===== config.mk =====
export PLATFORM = sky130hd
export DESIGN_NAME = fft_stage_sequencer_flat
export DESIGN_NICKNAME = d
export VERILOG_FILES = /design/src/rtl/fft_stage_sequencer_if.sv /design/src/rtl/fft_stage_sequencer.sv /design/src/flat_wrapper.sv
export SDC_FILE = /design/constraint.sdc
export NUM_CORES = 1
export LEC_CHECK = 0
export ABC_AREA = 1
export BUFFER_PORTS_ARGS = -buffer_cell sky130_fd_sc_hd__buf_2
export CAP_MARGIN = 20
export CORE_MARGIN = 8
export CORE_UTILIZATION = 45
export CTS_BUF_LIST = sky130_fd_sc_hd__clkbuf_8
export DETAILED_ROUTE_END_ITERATION = 10
export HOLD_SLACK_MARGIN = 0.15
export PLACE_DENSITY = 0.64
export SLEW_MARGIN = 0
export SYNTH_ARGS = -nofsm -noshare
export SYNTH_HDL_FRONTEND = slang
export SYNTH_SLANG_ARGS = --single-unit
export TNS_END_PERCENT = 100

===== constraint.sdc =====
create_clock -name clk -period 4.7 [get_ports clk]
set_clock_uncertainty 0.2 [all_clocks]
set_input_delay 0.94 -clock clk [delete_from_list [all_inputs] [get_ports clk]]
set_output_delay 0.94 -clock clk [all_outputs]
set_load 0.05 [all_outputs]

===== src/rtl/fft_stage_sequencer_if.sv =====
// fft_stage_sequencer_if: start/done handshake plus RAM bank and twiddle ROM control
interface fft_stage_sequencer_if #(parameter int N_LOG2 = 10);
   logic                      start;
   logic                      busy;
   logic                      done;
   logic [$clog2(N_LOG2)-1:0] stage;
   logic                      rd_en;
   logic                      rd_bank;
   logic [N_LOG2-1:0]         rd_addr_a;
   logic [N_LOG2-1:0]         rd_addr_b;
   logic [N_LOG2-2:0]         tw_addr;
   logic                      wr_en;
   logic                      wr_bank;
   logic [N_LOG2-1:0]         wr_addr_a;
   logic [N_LOG2-1:0]         wr_addr_b;
   modport master (output start, input busy, done, stage, rd_en, rd_bank, rd_addr_a, rd_addr_b,
                   tw_addr, wr_en, wr_bank, wr_addr_a, wr_addr_b);
   modport slave (input start, output busy, done, stage, rd_en, rd_bank, rd_addr_a, rd_addr_b,
                  tw_addr, wr_en, wr_bank, wr_addr_a, wr_addr_b);
endinterface


===== src/rtl/fft_stage_sequencer.sv =====
// fft_stage_sequencer: in-place radix-2 DIT FFT address sequencer with write-back delay line
module fft_stage_sequencer #(
   parameter int N_LOG2   = 10,
   parameter int BFLY_LAT = 4
) (
   input logic                 clk,
   input logic                 rst,
   fft_stage_sequencer_if.slave bus
);
   localparam int SW = $clog2(N_LOG2);
   localparam int JW = N_LOG2 - 1;
   typedef enum logic [1:0] {IDLE, ISSUE, DRAIN} state_t;
   typedef struct packed {
      logic              v;
      logic              bank;
      logic [N_LOG2-1:0] a;
      logic [N_LOG2-1:0] b;
   } wr_t;
   state_t            state_q, state_d;
   logic [SW-1:0]     s_q, s_d;
   logic [JW-1:0]     j_q, j_d;
   logic              done_q, done_d;
   wr_t               pipe_q [BFLY_LAT];
   wr_t               rd;
   logic              issue, last_stage;
   logic [N_LOG2-1:0] half, pos, addr_a;
   logic [JW-1:0]     tw;
   always_ff @(posedge clk) begin
      if (rst) begin
         state_q <= IDLE;
         s_q     <= '0;
         j_q     <= '0;
         done_q  <= 1'b0;
         for (int i = 0; i < BFLY_LAT; i++) pipe_q[i] <= '0;
      end else begin
         state_q   <= state_d;
         s_q       <= s_d;
         j_q       <= j_d;
         done_q    <= done_d;
         pipe_q[0] <= rd;
         for (int i = 1; i < BFLY_LAT; i++) pipe_q[i] <= pipe_q[i-1];
      end
   end
   // j doubles as the drain counter so DRAIN needs no extra register
   always_comb begin
      state_d = state_q;
      s_d     = s_q;
      j_d     = j_q + 1'b1;
      done_d  = 1'b0;
      case (state_q)
         IDLE: begin
            j_d     = '0;
            state_d = bus.start ? ISSUE : IDLE;
         end
         ISSUE: state_d = (&j_q) ? DRAIN : ISSUE;
         DRAIN: if (j_q == JW'(BFLY_LAT - 1)) begin
            j_d     = '0;
            state_d = last_stage ? IDLE : ISSUE;
            s_d     = last_stage ? '0 : s_q + 1'b1;
            done_d  = last_stage;
         end
         default: state_d = IDLE;
      endcase
   end
   assign last_stage = s_q == SW'(N_LOG2 - 1);
   assign issue      = state_q == ISSUE;
   assign half       = N_LOG2'(1) << s_q;
   assign pos        = N_LOG2'(j_q) & (half - 1'b1);
   assign addr_a     = ((N_LOG2'(j_q) >> s_q) << (s_q + 1'b1)) | pos;
   assign tw         = JW'(pos << (SW'(N_LOG2 - 1) - s_q));
   assign rd         = '{v: issue, bank: issue & ~s_q[0], a: issue ? addr_a : '0,
                         b: issue ? (addr_a | half) : '0};
   assign bus.busy      = state_q != IDLE;
   assign bus.done      = done_q;
   assign bus.stage     = s_q;
   assign bus.rd_en     = issue;
   assign bus.rd_bank   = issue & s_q[0];
   assign bus.rd_addr_a = rd.a;
   assign bus.rd_addr_b = rd.b;
   assign bus.tw_addr   = issue ? tw : '0;
   assign bus.wr_en     = pipe_q[BFLY_LAT-1].v;
   assign bus.wr_bank   = pipe_q[BFLY_LAT-1].bank;
   assign bus.wr_addr_a = pipe_q[BFLY_LAT-1].a;
   assign bus.wr_addr_b = pipe_q[BFLY_LAT-1].b;
endmodule


===== src/flat_wrapper.sv =====
// flat-port wrapper written by rule: the top's interface ports become plain ports
module fft_stage_sequencer_flat 
#(
   parameter int N_LOG2   = 10,
   parameter int BFLY_LAT = 4
)
  (clk, rst, bus_start, bus_busy, bus_done, bus_stage, bus_rd_en, bus_rd_bank, bus_rd_addr_a, bus_rd_addr_b, bus_tw_addr, bus_wr_en, bus_wr_bank, bus_wr_addr_a, bus_wr_addr_b);
  fft_stage_sequencer_if #(.N_LOG2(N_LOG2)) bus_i ();
  input logic clk;
  input logic rst;
  input wire logic [$bits(bus_i.start)-1:0] bus_start;
  output wire logic [$bits(bus_i.busy)-1:0] bus_busy;
  output wire logic [$bits(bus_i.done)-1:0] bus_done;
  output wire logic [$bits(bus_i.stage)-1:0] bus_stage;
  output wire logic [$bits(bus_i.rd_en)-1:0] bus_rd_en;
  output wire logic [$bits(bus_i.rd_bank)-1:0] bus_rd_bank;
  output wire logic [$bits(bus_i.rd_addr_a)-1:0] bus_rd_addr_a;
  output wire logic [$bits(bus_i.rd_addr_b)-1:0] bus_rd_addr_b;
  output wire logic [$bits(bus_i.tw_addr)-1:0] bus_tw_addr;
  output wire logic [$bits(bus_i.wr_en)-1:0] bus_wr_en;
  output wire logic [$bits(bus_i.wr_bank)-1:0] bus_wr_bank;
  output wire logic [$bits(bus_i.wr_addr_a)-1:0] bus_wr_addr_a;
  output wire logic [$bits(bus_i.wr_addr_b)-1:0] bus_wr_addr_b;
  assign bus_i.start = bus_start;
  assign bus_busy = bus_i.busy;
  assign bus_done = bus_i.done;
  assign bus_stage = bus_i.stage;
  assign bus_rd_en = bus_i.rd_en;
  assign bus_rd_bank = bus_i.rd_bank;
  assign bus_rd_addr_a = bus_i.rd_addr_a;
  assign bus_rd_addr_b = bus_i.rd_addr_b;
  assign bus_tw_addr = bus_i.tw_addr;
  assign bus_wr_en = bus_i.wr_en;
  assign bus_wr_bank = bus_i.wr_bank;
  assign bus_wr_addr_a = bus_i.wr_addr_a;
  assign bus_wr_addr_b = bus_i.wr_addr_b;
  fft_stage_sequencer #(.N_LOG2(N_LOG2), .BFLY_LAT(BFLY_LAT)) u_core (.clk(clk), .rst(rst), .bus(bus_i));
endmodule

After elaboration in Yosys (flattened, before gate mapping)
Memories as Yosys holds them, arrays and structs flattened. Index checks and enable logic that the tools add are counted.

Flip-flop bits (word level): 16. RAM bits: 88. Bits of input ports: 3. Output and inout port bits: 59. Word-level logic and storage cells: 53. Memories kept: 1.

Add/subtract/negate cells: 4. Eq/ne operators: 5. Shifts and indexed selects: 4. Muxes and demuxes: 18. Bitwise operators: 12. Reductions and logical operators: 5.

Memory list: u_core.pipe_q (depth 4, width 22, rd ports 4, clocked after memory_dff 0, wr ports 4, RTL line fft_stage_sequencer.sv:23) `wr_t pipe_q [BFLY_LAT];`.

Operator list (number): 2-to-1 mux 22 bit (4); 2-to-1 mux 10 bit (2); OR 10 bit (2); 2-to-1 mux 9 bit (2); one-hot mux 9 bit (2 select lines) (1); bitwise AND 9 x 10 -> 10 bit (1); left shift 1 x 4 -> 10 bit, first input constant (1); left shift 10 x 4 -> 10 bit (1); left shift 10 x 4 -> 9 bit (1); right shift 9 x 4 -> 10 bit (1); subtractor 10 x 1 -> 10 bit, second input constant (1); adder 9 x 1 -> 9 bit, second input constant (1); == test 9 x 2 -> 1 bit, second input constant (1); AND reduction 9 bit (1); one-hot mux 2 bit (3 select lines) (1); 2-to-1 mux 1 bit (5); adder 4 x 1 -> 4 bit, second input constant (1); == test 4 bit, second input constant (1); 2-to-1 mux 2 bit (2); 2-to-1 mux 4 bit (1); OR 1 bit (4); subtractor 4 bit, first input constant (1); inverter 1 bit (3); OR reduction 3 bit (1); other kinds (7) (8).

Logic depth before layout (Yosys ltp)
Gate-level depths: netlist of the first run.

Depth after elaboration: 7. Gate-level depth with buffers: 17. Gate-level depth less buffers: 15.

Least setup slack after synthesis of the first run
Ideal clock, no wire load.

Kind: flip-flop to output port. Start point: register u_core.s_q[1], in the netlist u_core.bus.stage[1]. End point: output bus_tw_addr[8]. Arrival time: 3.181 ns. Required time: 3.560 ns. Path slack: 0.379 ns. Stages on the path, launching flop included: 15. Path buffers: 1. Cell sequence: dfxtp_1 -> clkinv_1 -> buf_2 -> ha_1 -> inv_1 -> nor2_1 -> inv_1 -> ha_1 -> xor2_1 -> or2_1 -> nand3_1 -> nand3_1 -> nand2_1 -> inv_1 -> a21oi_1.

Longest elaborated chain between the ends: 5. Elaborated cells on any way between the ends: 6. Classes of those cells: 2 x add/sub; 2 x shift; 1 x mux; 1 x bitwise.

Ends and longest elaborated chain: start: declaration (RTL line fft_stage_sequencer.sv:20) `logic [SW-1:0] s_q, s_d;`; start signal: assignment (RTL line fft_stage_sequencer.sv:31) `s_q <= '0;`; start signal: assignment (RTL line fft_stage_sequencer.sv:37) `s_q <= s_d;`; left shift 1 x 4 -> 10 bit (RTL line fft_stage_sequencer.sv:67) `assign half = N_LOG2'(1) << s_q;`; subtractor 10 x 1 -> 10 bit (RTL line fft_stage_sequencer.sv:68) `assign pos = N_LOG2'(j_q) & (half - 1'b1);`; bitwise AND 9 x 10 -> 10 bit (RTL line fft_stage_sequencer.sv:68); left shift 10 x 4 -> 9 bit (*) (RTL line fft_stage_sequencer.sv:70) `assign tw = JW'(pos << (SW'(N_LOG2 - 1) - s_q));`; 2-to-1 mux 9 bit (*) (RTL line fft_stage_sequencer.sv:80) `assign bus.tw_addr = issue ? tw : '0;`; end: declaration (RTL line flat_wrapper.sv:19) `output wire logic [$bits(bus_i.tw_addr)-1:0] bus_tw_addr;`.

Every way passes the cells marked *; elsewhere a longest branch is shown, timed or not.

Final worst setup path of the first run
Start point: register u_core.s_q[3], in the netlist u_core.bus.stage[3]. End point: output bus_tw_addr[8].

Same word-level chain as after synthesis.

==> results of run 1 <==
-- worst paths after layout --
check,startpoint,end,slack (ns),cells past startpoint
worst max-delay path,u_core.bus.stage[3],bus_tw_addr[8],0.58,13
worst min-delay path,u_core.pipe_q[2][20],u_core.pipe_q[3][20],0.20,2
worst max register to register,u_core.bus.stage[0],u_core.pipe_q[0][8],2.01,12
worst min register to register,u_core.pipe_q[2][20],u_core.pipe_q[3][20],0.20,2
-- power groups by stage --
| stage | registers [uW] | logic, uW | clock network (uW) |
|---|---|---|---|
| detailed placement | 909 | 53.4 | 0 |
| finish | 889 | 52.6 | 538 |
| CTS | 889 | 53.6 | 560 |
| global placement | 909 | 53.5 | 0 |
| global route | 890 | 58.5 | 593 |
| floorplan | 910 | 39.5 | 0 |
-- area by class of cell --
type,count,area (um^2)
timing repair buffer,69,378
multi-input combinational,415,1970
clock inverter,7,62.6
inverter,121,454
fill,1069,5080
tap,136,170
sequential,104,2080
clock buffer,9,124
-- metal layers --
layer,vias up,routed length (um),global-route usage
met5,-,0,0
met4,0,354,0.0788
met3,21,814,0.0378
met2,120,5570,0.280
met1,1873,5120,0.198
li1,2155,-,-
-- sequential cells by signal, indices dropped and copies added, names as in the netlist --
name	count
u_core.bus.done	1
u_core.state_q	2
u_core.bus.stage	4
u_core.pipe_q	88
u_core.j_q	9
-- tightest hold or removal path: stages (launching register included) --
cell,delay (ns)
dfxtp_1,0.31
inv_1,0.04
nor2_1,0.03
-- per-stage QoR --
stage                     utilization  power [uW]  std cells
after floorplan                     -         949        688
after global placement          0.490         962        845
after detailed placement        0.490         962        845
after CTS                       0.508        1500        861
after global routing            0.508        1540        861
final                           0.508        1480        861
-- cell families after synthesis --
logic type	Yosys count	synth area share
compound gates	37	0.0435
fa+ha+maj	11	0.0287
simple gates	362	0.329
buf+inv	169	0.156
flops	104	0.434
xor+xnor	5	0.00912
-- layout by cell type (no fill, tap or decap), drive strengths merged, types with 11 or more instances in the layout --
cell type / n
inv: 123
nand4: 14
nand2: 124
nand3: 84
dfxtp: 104
a21oi: 18
ha: 11
nor2: 124
buf: 69
==> summary.md, run 1 <==
| Metric | Value |
|---|---|
| Status | `complete, no violations` |
| P&R area growth vs syn | `9.15%` |
| First-pass GRT wire length | `19.2 mm` |
| Synth area leaders | `dfxtp_1 43%, nand2_1 9.5%, nor2_1 9.5%` |
| Site row count | `37` |
| Post CTS Setup Buffer Count | `0` |
| Crit end category | `primary output` |
| Vias in the first global route | `about 3900` |
| Post-Syn Area | `4800 um^2` |
| CTS H-tree lvls | `3` |
| Rel. slew slack | `0.591` |
| Post-route cell area | `approximately 5200 um^2` |
| Clock power share | `0.364` |
| CP Max Fanout | `16` |
| Wirelength, routed | `about 12 mm` |
| Final nets | `between 700 and 800` |
| Post-synth EDFFs | `0` |
| PostCTS Resize Cnt | `0` |
| Routed vias/inst | `4.84` |
| Min Tclk post-route | `a little over 4 ns` |
| Clock latency on the worst-skew pair | `approximately 0.37 ns` |
| TritonCTS Buffers | `9` |
| Sink Count | `104` |
| CP arrival | `approximately 3.0 ns` |
| Overall routing resource usage | `0.167` |
| WL/cell | `between 10 and 15 um` |
| Clk root buf | `clkbuf_8` |
| Hold WS | `~0.20 ns` |
| CTS max path bufs | `2` |
| Fmax | `0.243 GHz` |
| Setup TNS | `0 ns` |
| Layout cell share with drive strength beyond 1 | `0.138` |
| Post-synth ARST share | `0` |
| Gpl congestion | `0.931` |
| Synth cell count leaders | `121 x nand2_1, 121 x nor2_1, 116 x inv_1` |
| TritonCTS clock tree | `yes` |
| Least-Margin Pin Slew | `0.613 ns` |
| Post-synth cell types | `35` |
| Unrepaired setup endpoints after global routing | `no` |
| Post-synth top area share | `0.434` |
| Yosys warns | `0` |
| CP bufs+invs | `4` |
| DRT iter0 DRCs | `~330` |
| Pre-CTS WS | `roughly 0.97 ns` |
| Die area | `14200 um^2` |
| Maxcap violations | `0` |
| Core Region | `10300 um^2` |
| CP max-delay cell | `dfxtp_1` |
| Comb pwr share | `0.036` |
| Hold Vio Cnt, Final | `0` |
| CP dominant cell by count | `inv_1` |
| Hold Buf Count CTS | `0` |
| Length of the first detailed-routing pass in iterations | `4` |
| Mean Syn Cell Area | `6.98 um^2` |
| Initial core utilization | `0.465` |
| Net Sw Frac | `0.256` |
| Internal | `1100 uW` |
| Antenna violations before repair | `0` |
| Leakage power | `~0.0025 uW` |
| Largest net degree at the start of global routing | `57` |
| CP startpoint kind | `flip-flop` |
| Antenna-violating nets left | `0` |
| Seq/Total Area, Yosys | `0.434` |
| GRT overflow | `0` |
| Critical path class | `flip-flop to primary output` |
| Port bufs | `61` |
| Part of the cycle the worst path needs | `0.877` |
| ANT cells | `0` |
| Worst setup margin | `0.578 ns` |
| Post-route DRC | `0` |
| Main synth FF type | `dfxtp_1` |
| Mapped Cells | `688` |
| Worst path max stage delay | `approximately 0.48 ns` |
| Clk slew on worst S/H paths | `around 0.11 ns` |
| Die Y | `~120 um` |
| Hold/Removal Path Class | `flip-flop to flip-flop` |
| P per Cell Area | `between 200 and 300 nW/um^2` |
| Synth Net Count | `~700` |
| Die W | `about 120 um` |
| Kind of cell adding the most delay to the critical path | `simple AND/OR/NAND/NOR gates` |
| Top Ports | `62` |
| Yosys reg bits | `104` |
| Setup-failing EPs final | `0` |
| Hpwl dp | `8.95 mm` |
| DP Area | `5050 um^2` |
| CP cell instances | `nor2_4, inv_1, nor2_1, inv_1, ha_1, xor2_1, or2_1, nand3_1, nand3_1, nand2_1, inv_1, a21oi_1, buf_2` |
| Flop pwr share | `0.601` |
| Psw | `378 uW` |
| Worst path required time | `3.56 ns` |
| Via count | `roughly 4200` |
| Slew Limit Fails | `0` |
| Synth area leader | `dfxtp_1` |
| Peak supply drop | `roughly 210 uV` |
Note: power is estimated with default switching activity, not from simulation.
==> inputs of run 2 (changes only) <==
--- a/config.mk
+++ b/config.mk
@@ -5,7 +5,6 @@
 export SDC_FILE = /design/constraint.sdc
 export NUM_CORES = 1
 export LEC_CHECK = 0
-export ABC_AREA = 1
 export BUFFER_PORTS_ARGS = -buffer_cell sky130_fd_sc_hd__buf_2
 export CAP_MARGIN = 20
 export CORE_MARGIN = 8
@@ -13,7 +12,7 @@
 export CTS_BUF_LIST = sky130_fd_sc_hd__clkbuf_8
 export DETAILED_ROUTE_END_ITERATION = 10
 export HOLD_SLACK_MARGIN = 0.15
-export PLACE_DENSITY = 0.64
+export PLACE_DENSITY = 0.63
 export SLEW_MARGIN = 0
 export SYNTH_ARGS = -nofsm -noshare
 export SYNTH_HDL_FRONTEND = slang
==> run 2 against run 1 <==
Global-route usage increased by 0.43 points. Die area grew 3.7%. Synthesized cell count is 17% lower. Clock power decreased by 6.1%. Count of clock-buffer cells in the layout is the same. Final area increased by 4.1%. Final cell count decreased by 15%. Area after synthesis grew 4.3%. Flip-flop and latch count unchanged. Sequential share of layout area fell by 1.5 points. Register-to-register slack lost 0.19 ns. Critical path type unchanged.
==> summary.md, run 2 <==
| Metric | Value |
|---|---|
| Status | `complete, no violations` |
| Post-synth cell types | `77` |
| Simple-Gate Fraction of Synth Area | `0.252` |
| Routed vias/inst | `5.48` |
| Net Sw Frac | `0.242` |
| Biggest register | `u_core.pipe_q` |
| Comb pwr share | `0.035` |
| Post-synthesis mux area share | `0.0377` |
| Fill count | `1045` |
| Maxcap violations | `0` |
| Wirelength, routed | `12.6 mm` |
| GRT overflow | `0` |
| Antenna violations before repair | `0` |
| Site row count | `38` |
| Clock power share | `0.350` |
| Die Y | `122 um` |
| Internal | `1090 uW` |
| Core Region | `10800 um^2` |
| Top Ports | `between 60 and 70` |
| Clk root buf | `clkbuf_8` |
| Port bufs | `between 60 and 70` |
| DRT iter0 DRCs | `between 300 and 400` |
| Hold/Removal Path Class | `flip-flop to flip-flop` |
| Leakage power | `0.00213 uW` |
| Least-Margin Pin Slew | `0.856 ns` |
| Seq/Total Area, Yosys | `0.416` |
| Finished Layout Cells | `733` |
| Hold Buf Count CTS | `0` |
| First-pass GRT wire length | `slightly below 20 mm` |
| Post-Syn Area | `approximately 5000 um^2` |
| Fmax | `between 0.2 and 0.25 GHz` |
| Worst path required time | `3.56 ns` |
| Tot Pwr | `about 1400 uW` |
| Psw | `350 uW` |
| Synth Area in XOR/XNOR | `0.0175` |
| Setup-failing EPs final | `0` |
| Multi-input logic area | `2550 um^2` |
| Adder-cell share of the synthesized area | `0.0275` |
| P&R area growth vs syn | `8.94%` |
| Yosys reg bits | `about 100` |
| Synth Net Count | `583` |
| Mapped Cells | `569` |
| CP startpoint kind | `flip-flop` |
| Hold Vio Cnt, Final | `0` |
| TritonCTS Buffers | `9` |
| Yosys warns | `0` |
| Gpl congestion | `0.902` |
| Hold WS | `0.242 ns` |
| Synth cell count leaders | `104 x dfxtp_1, 73 x nor2b_1, 59 x nor2_1` |
| Min Tclk post-route | `4.38 ns` |
| Post-synth top area share | `0.416` |
| CTS H-tree lvls | `3` |
| Final nets | `approximately 600` |
| Post-synth EDFFs | `0` |
| Main synth FF type | `dfxtp_1` |
| Largest register FFs | `88` |
| Clk slew on worst S/H paths | `0.10 ns` |
| CTS max path bufs | `2` |
| Part of the cycle the worst path needs | `0.932` |
| Most frequent cells in the layout | `102 x dfxtp_1, 73 x nor2b_1, 61 x buf_2, 59 x nor2_1, 26 x a21oi_1` |
| Post CTS Setup Buffer Count | `0` |
| Crit end category | `primary output` |
| Die area | `14800 um^2` |
| Rel. slew slack | `0.429` |
| Inst Count DP | `718` |
| PostCTS Resize Cnt | `0` |
| P per Cell Area | `265 nW/um^2` |
| ANT cells | `0` |
| Via count | `between 4000 and 5000` |
| WL/cell | `17.2 um` |
| Synth area leaders | `dfxtp_1 42%, nor2b_1 9.1%, nor2_1 4.4%` |
| Post-route DRC | `0` |
| Initial core utilization | `0.462` |
| CP Max Fanout | `12` |
| Largest family of logic cells by synthesized area | `simple AND/OR/NAND/NOR gates` |
| Synth Area in Compound Gates | `0.166` |
| Length of the first detailed-routing pass in iterations | `4` |
| FF+latch area | `2080 um^2` |
| Most common cell after layout, fill and taps aside | `dfxtp_1` |
| Clock latency on the worst-skew pair | `0.37 ns` |
| Hpwl dp | `a little over 9 mm` |
| Unrepaired setup endpoints after global routing | `no` |
| Antenna-violating nets left | `0` |
| CP arrival | `3.24 ns` |
| Most common cell in the synthesized netlist | `dfxtp_1` |
| Sink Count | `104` |
| Layout cell share with drive strength beyond 1 | `0.197` |
| Synth area leader | `dfxtp_1` |
| Vias in the first global route | `between 3000 and 4000` |
| Critical path class | `flip-flop to primary output` |
| Overall routing resource usage | `0.171` |
| Flop pwr share | `0.616` |
| Post-synth ARST share | `0` |
| Largest net degree at the start of global routing | `75` |
| Peak supply drop | `196 uV` |
| Mean Syn Cell Area | `~8.8 um^2` |
| Slew Limit Fails | `0` |
| Setup TNS | `0 ns` |
| TritonCTS clock tree | `yes` |
| Die W | `122 um` |
## run 2: worst max-delay path, cell delays in order (launching register included)
cell and delay, ns:
dfxtp_2 0.36, inv_1 0.08, buf_4 0.22, ha_1 0.40
or3b_1 0.45, xor2_1 0.20, nand2b_1 0.20, o21ai_0 0.22
o21ai_0 0.22, o31ai_4 0.22, buf_2 0.29
## run 2: metal layers
metal / GRT usage / vias up / part of all wire
met5: 0 / - / 0
met1: 0.226 / 1879 / 0.47
met3: 0.0382 / 18 / 0.058
li1: - / 1983 / -
met4: 0.0609 / 0 / 0.016
met2: 0.269 / 134 / 0.46
## run 2: power by group through the flow
stage          clock network (uW)  registers (uW)  logic, uW
2_1_floorplan                   0             909       40.2
5_1_grt                       566             890       54.9
3_5_place_dp                    0             910       50.5
3_3_place_gp                    0             910       50.3
6_report                      505             889       49.9
4_1_cts                       526             889       50.6
## run 2: stage by stage
stage	utilization	setup WS (ns)	cell area, um^2
2_1_floorplan	-	-0.0512	5050
3_3_place_gp	0.487	0.738	5280
3_5_place_dp	0.487	0.754	5280
4_1_cts	0.503	0.325	5460
5_1_grt	0.503	0.162	5460
6_report	0.503	0.320	5460
## run 2: layout make-up
type                       instances  share of cell area
clock inverter                     6             0.00986
clock buffer                       9              0.0227
timing repair buffer              75              0.0752
multi-input combinational        384               0.468
inverter                          15              0.0103
sequential                       104               0.382
tap                              140              0.0321
## run 2: worst paths after layout
kind,endpoint,startpoint,slack (ns),cells past startpoint
worst max-delay path,bus_tw_addr[7],u_core.bus.stage[0],0.32,10
worst min-delay path,u_core.pipe_q[2][21],u_core.pipe_q[1][21],0.24,1
worst max register to register,u_core.pipe_q[0][2],u_core.bus.stage[0],1.82,9
worst min register to register,u_core.pipe_q[2][21],u_core.pipe_q[1][21],0.24,1
## run 2: cell families after synthesis
logic type      after synthesis
simple gates                228
compound gates              117
flops                       104
buf+inv                      81
mux                          18
fa+ha+maj                    11
xor+xnor                     10
==> inputs of run 3 (changes only) <==
==> constraint.sdc (replaced) <==
create_clock -name clk -period 4.05 [get_ports clk]
set_clock_uncertainty 0.2 [all_clocks]
set_input_delay 0.81 -clock clk [delete_from_list [all_inputs] [get_ports clk]]
set_output_delay 0.81 -clock clk [all_outputs]
set_load 0.05 [all_outputs]
==> run 3 against run 2 <==
Clock power increased by 42%. Power up 25%. Global-route usage grew 2.4 points. Highest routed layer unchanged. First-iteration DRC count decreased by 28%.
==> summary.md, run 3 (synthesis results as in run 2) <==
| Metric | Value |
|---|---|
| Largest net degree at the start of global routing | `64` |
| Comb pwr share | `0.034` |
| Metal-1 WL | `around 6.3 mm` |
| Clk slew on worst S/H paths | `0.10 ns` |
| Net Sw Frac | `0.228` |
| Critical path class | `flip-flop to primary output` |
| ANT cells | `0` |
| Pre-CTS WS | `about 0.30 ns` |
| Post-route DRC | `0` |
| Worst setup margin | `around 0.11 ns` |
| Part of the cycle the worst path needs | `0.974` |
| CP max-delay cell | `or4_1` |
| Largest register FFs | `a little under 90` |
| Worst path required time | `3.04 ns` |
| CTS H-tree lvls | `3` |
| CP startpoint kind | `flip-flop` |
| Fmax | `0.254 GHz` |
| CP Max Fanout | `11` |
| Site row count | `38` |
| GRT overflow | `0` |
| TritonCTS Buffers | `9` |
| CTS max path bufs | `2` |
| P&R area growth vs syn | `21.0%` |
| Internal | `1400 uW` |
| Biggest register | `u_core.pipe_q` |
| Layout cell share with drive strength beyond 1 | `0.294` |
| Setup-failing EPs final | `0` |
| Peak supply drop | `262 uV` |
| Antenna-violating nets left | `0` |
| Kind of cell adding the most delay to the critical path | `compound AO/OA/AOI/OAI gates` |
| Status | `complete, no violations` |
| DP Area | `approximately 5700 um^2` |
| Die area | `14800 um^2` |
| Psw | `just over 400 uW` |
| Core Region | `10800 um^2` |
| Post-route cell area | `a little over 6000 um^2` |
| Min Tclk post-route | `3.94 ns` |
| Hold/Removal Path Class | `flip-flop to flip-flop` |
| Length of the first detailed-routing pass in iterations | `6` |
| First-pass GRT wire length | `between 20 and 25 mm` |
| Slew Limit Fails | `0` |
| P per Cell Area | `299 nW/um^2` |
| Maxcap violations | `0` |
| WL met2 | `6.73 mm` |
| Met3 WL post-DR | `814 um` |
| Antenna violations before repair | `0` |
| WL/cell | `18.4 um` |
| Initial core utilization | `0.462` |
| Overall routing resource usage | `0.195` |
| CP cell instances | `inv_1, ha_1, buf_4, o21a_1, or4_1, o22ai_4, nand2_1, a31o_1, a31oi_4, buf_6` |
| Top Metal Used | `met4` |
| Die Y | `122 um` |
| Clk root buf | `clkbuf_8` |
| Sink Count | `104` |
| Hpwl dp | `11.1 mm` |
| Routed vias/inst | `between 5 and 6` |
| Worst path max stage delay | `0.48 ns` |
| CP arrival | `2.93 ns` |
| Fin util | `0.559` |
| Flop pwr share | `0.569` |
| Leakage power | `0.00242 uW` |
| Top Ports | `62` |
| Finished Layout Cells | `782` |
| Die W | `122 um` |
| Clock power share | `0.397` |
| Port bufs | `61` |
| CP bufs+invs | `3` |
| Via count | `4223` |
| Final nets | `652` |
| Rel. slew slack | `0.427` |
| Hold Buf Count CTS | `0` |
| Clock latency on the worst-skew pair | `0.37 ns` |
| Most frequent cells in the layout | `101 x dfxtp_1, 73 x nor2b_1, 62 x buf_4, 58 x nor2_1, 56 x buf_2` |
| Tot Pwr | `1810 uW` |
| Vias in the first global route | `3974` |
| Crit end category | `primary output` |
| Hold Vio Cnt, Final | `0` |
| TritonCTS clock tree | `yes` |
| Inst Count DP | `760` |
| Wirelength, routed | `14.4 mm` |
| Least-Margin Pin Slew | `between 0.8 and 0.9 ns` |
| Most common cell after layout, fill and taps aside | `dfxtp_1` |
| DRT iter0 DRCs | `234` |
| Gpl congestion | `between 0.9 and 1` |
[run 3: cell types whose count changed in the layout (fill, tap and decap cells not counted), sizes merged]
cell,delta
bufinv,+2
clkbuf,+1
inv,+2
buf,+48
clkinvlp,-2
clkinv,-2
[run 3: what timing repair did]
action	4_1_cts	5_1_grt
endpoints found under the setup margin	7	18
buffers inserted	0	7
resized for setup	12	16
pin swaps	0	5
[run 3: routing by layer]
metal,track usage,vias to the layer above
met5,0,-
met4,0.109,0
met3,0.0433,31
met2,0.321,126
met1,0.230,1990
li1,-,2076
[run 3: power by group through the flow]
stage / Sequential [uW] / Combinational (uW) / Clock, uW
5_1_grt: 1030 / 67.2 / 782
4_1_cts: 1030 / 62.4 / 744
3_3_place_gp: 1050 / 61.7 / 0
6_report: 1030 / 61.3 / 718
2_1_floorplan: 1050 / 46.7 / 0
3_5_place_dp: 1050 / 62.1 / 0
[run 3: final timing paths]
path                        from                   to  cells past startpoint  slack (ns)
min reg2reg  u_core.pipe_q[0][4]  u_core.pipe_q[1][4]                      1        0.24
max reg2reg  u_core.bus.stage[0]  u_core.pipe_q[0][2]                      9        1.45
min          u_core.pipe_q[0][4]  u_core.pipe_q[1][4]                      1        0.24
max          u_core.bus.stage[0]       bus_tw_addr[8]                     10        0.11
[run 3: worst register-to-register path, cell delays in order (launching register included)]
cell,delay (ns)
dfxtp_4,0.38
inv_1,0.10
ha_2,0.30
or3b_1,0.47
xor2_2,0.24
nand2b_1,0.20
inv_1,0.11
a31oi_1,0.23
buf_4,0.17
a21oi_1,0.06
[run 3: final cells by class]
cell class,count,area [um^2]
clock inverter,6,97.6
tap,140,175
inverter,15,56.3
multi-input combinational,384,2700
clock buffer,9,124
timing repair buffer,124,816
sequential,104,2090
fill,1019,4780
[run 3: stage by stage]
stage	setup TNS (ns)	hold slack, ns
4_1_cts	-0.00261	0.247
3_3_place_gp	0	0.215
5_1_grt	-0.00549	0.252
3_5_place_dp	0	0.222
6_report	0	0.242
2_1_floorplan	-0.0754	0.214
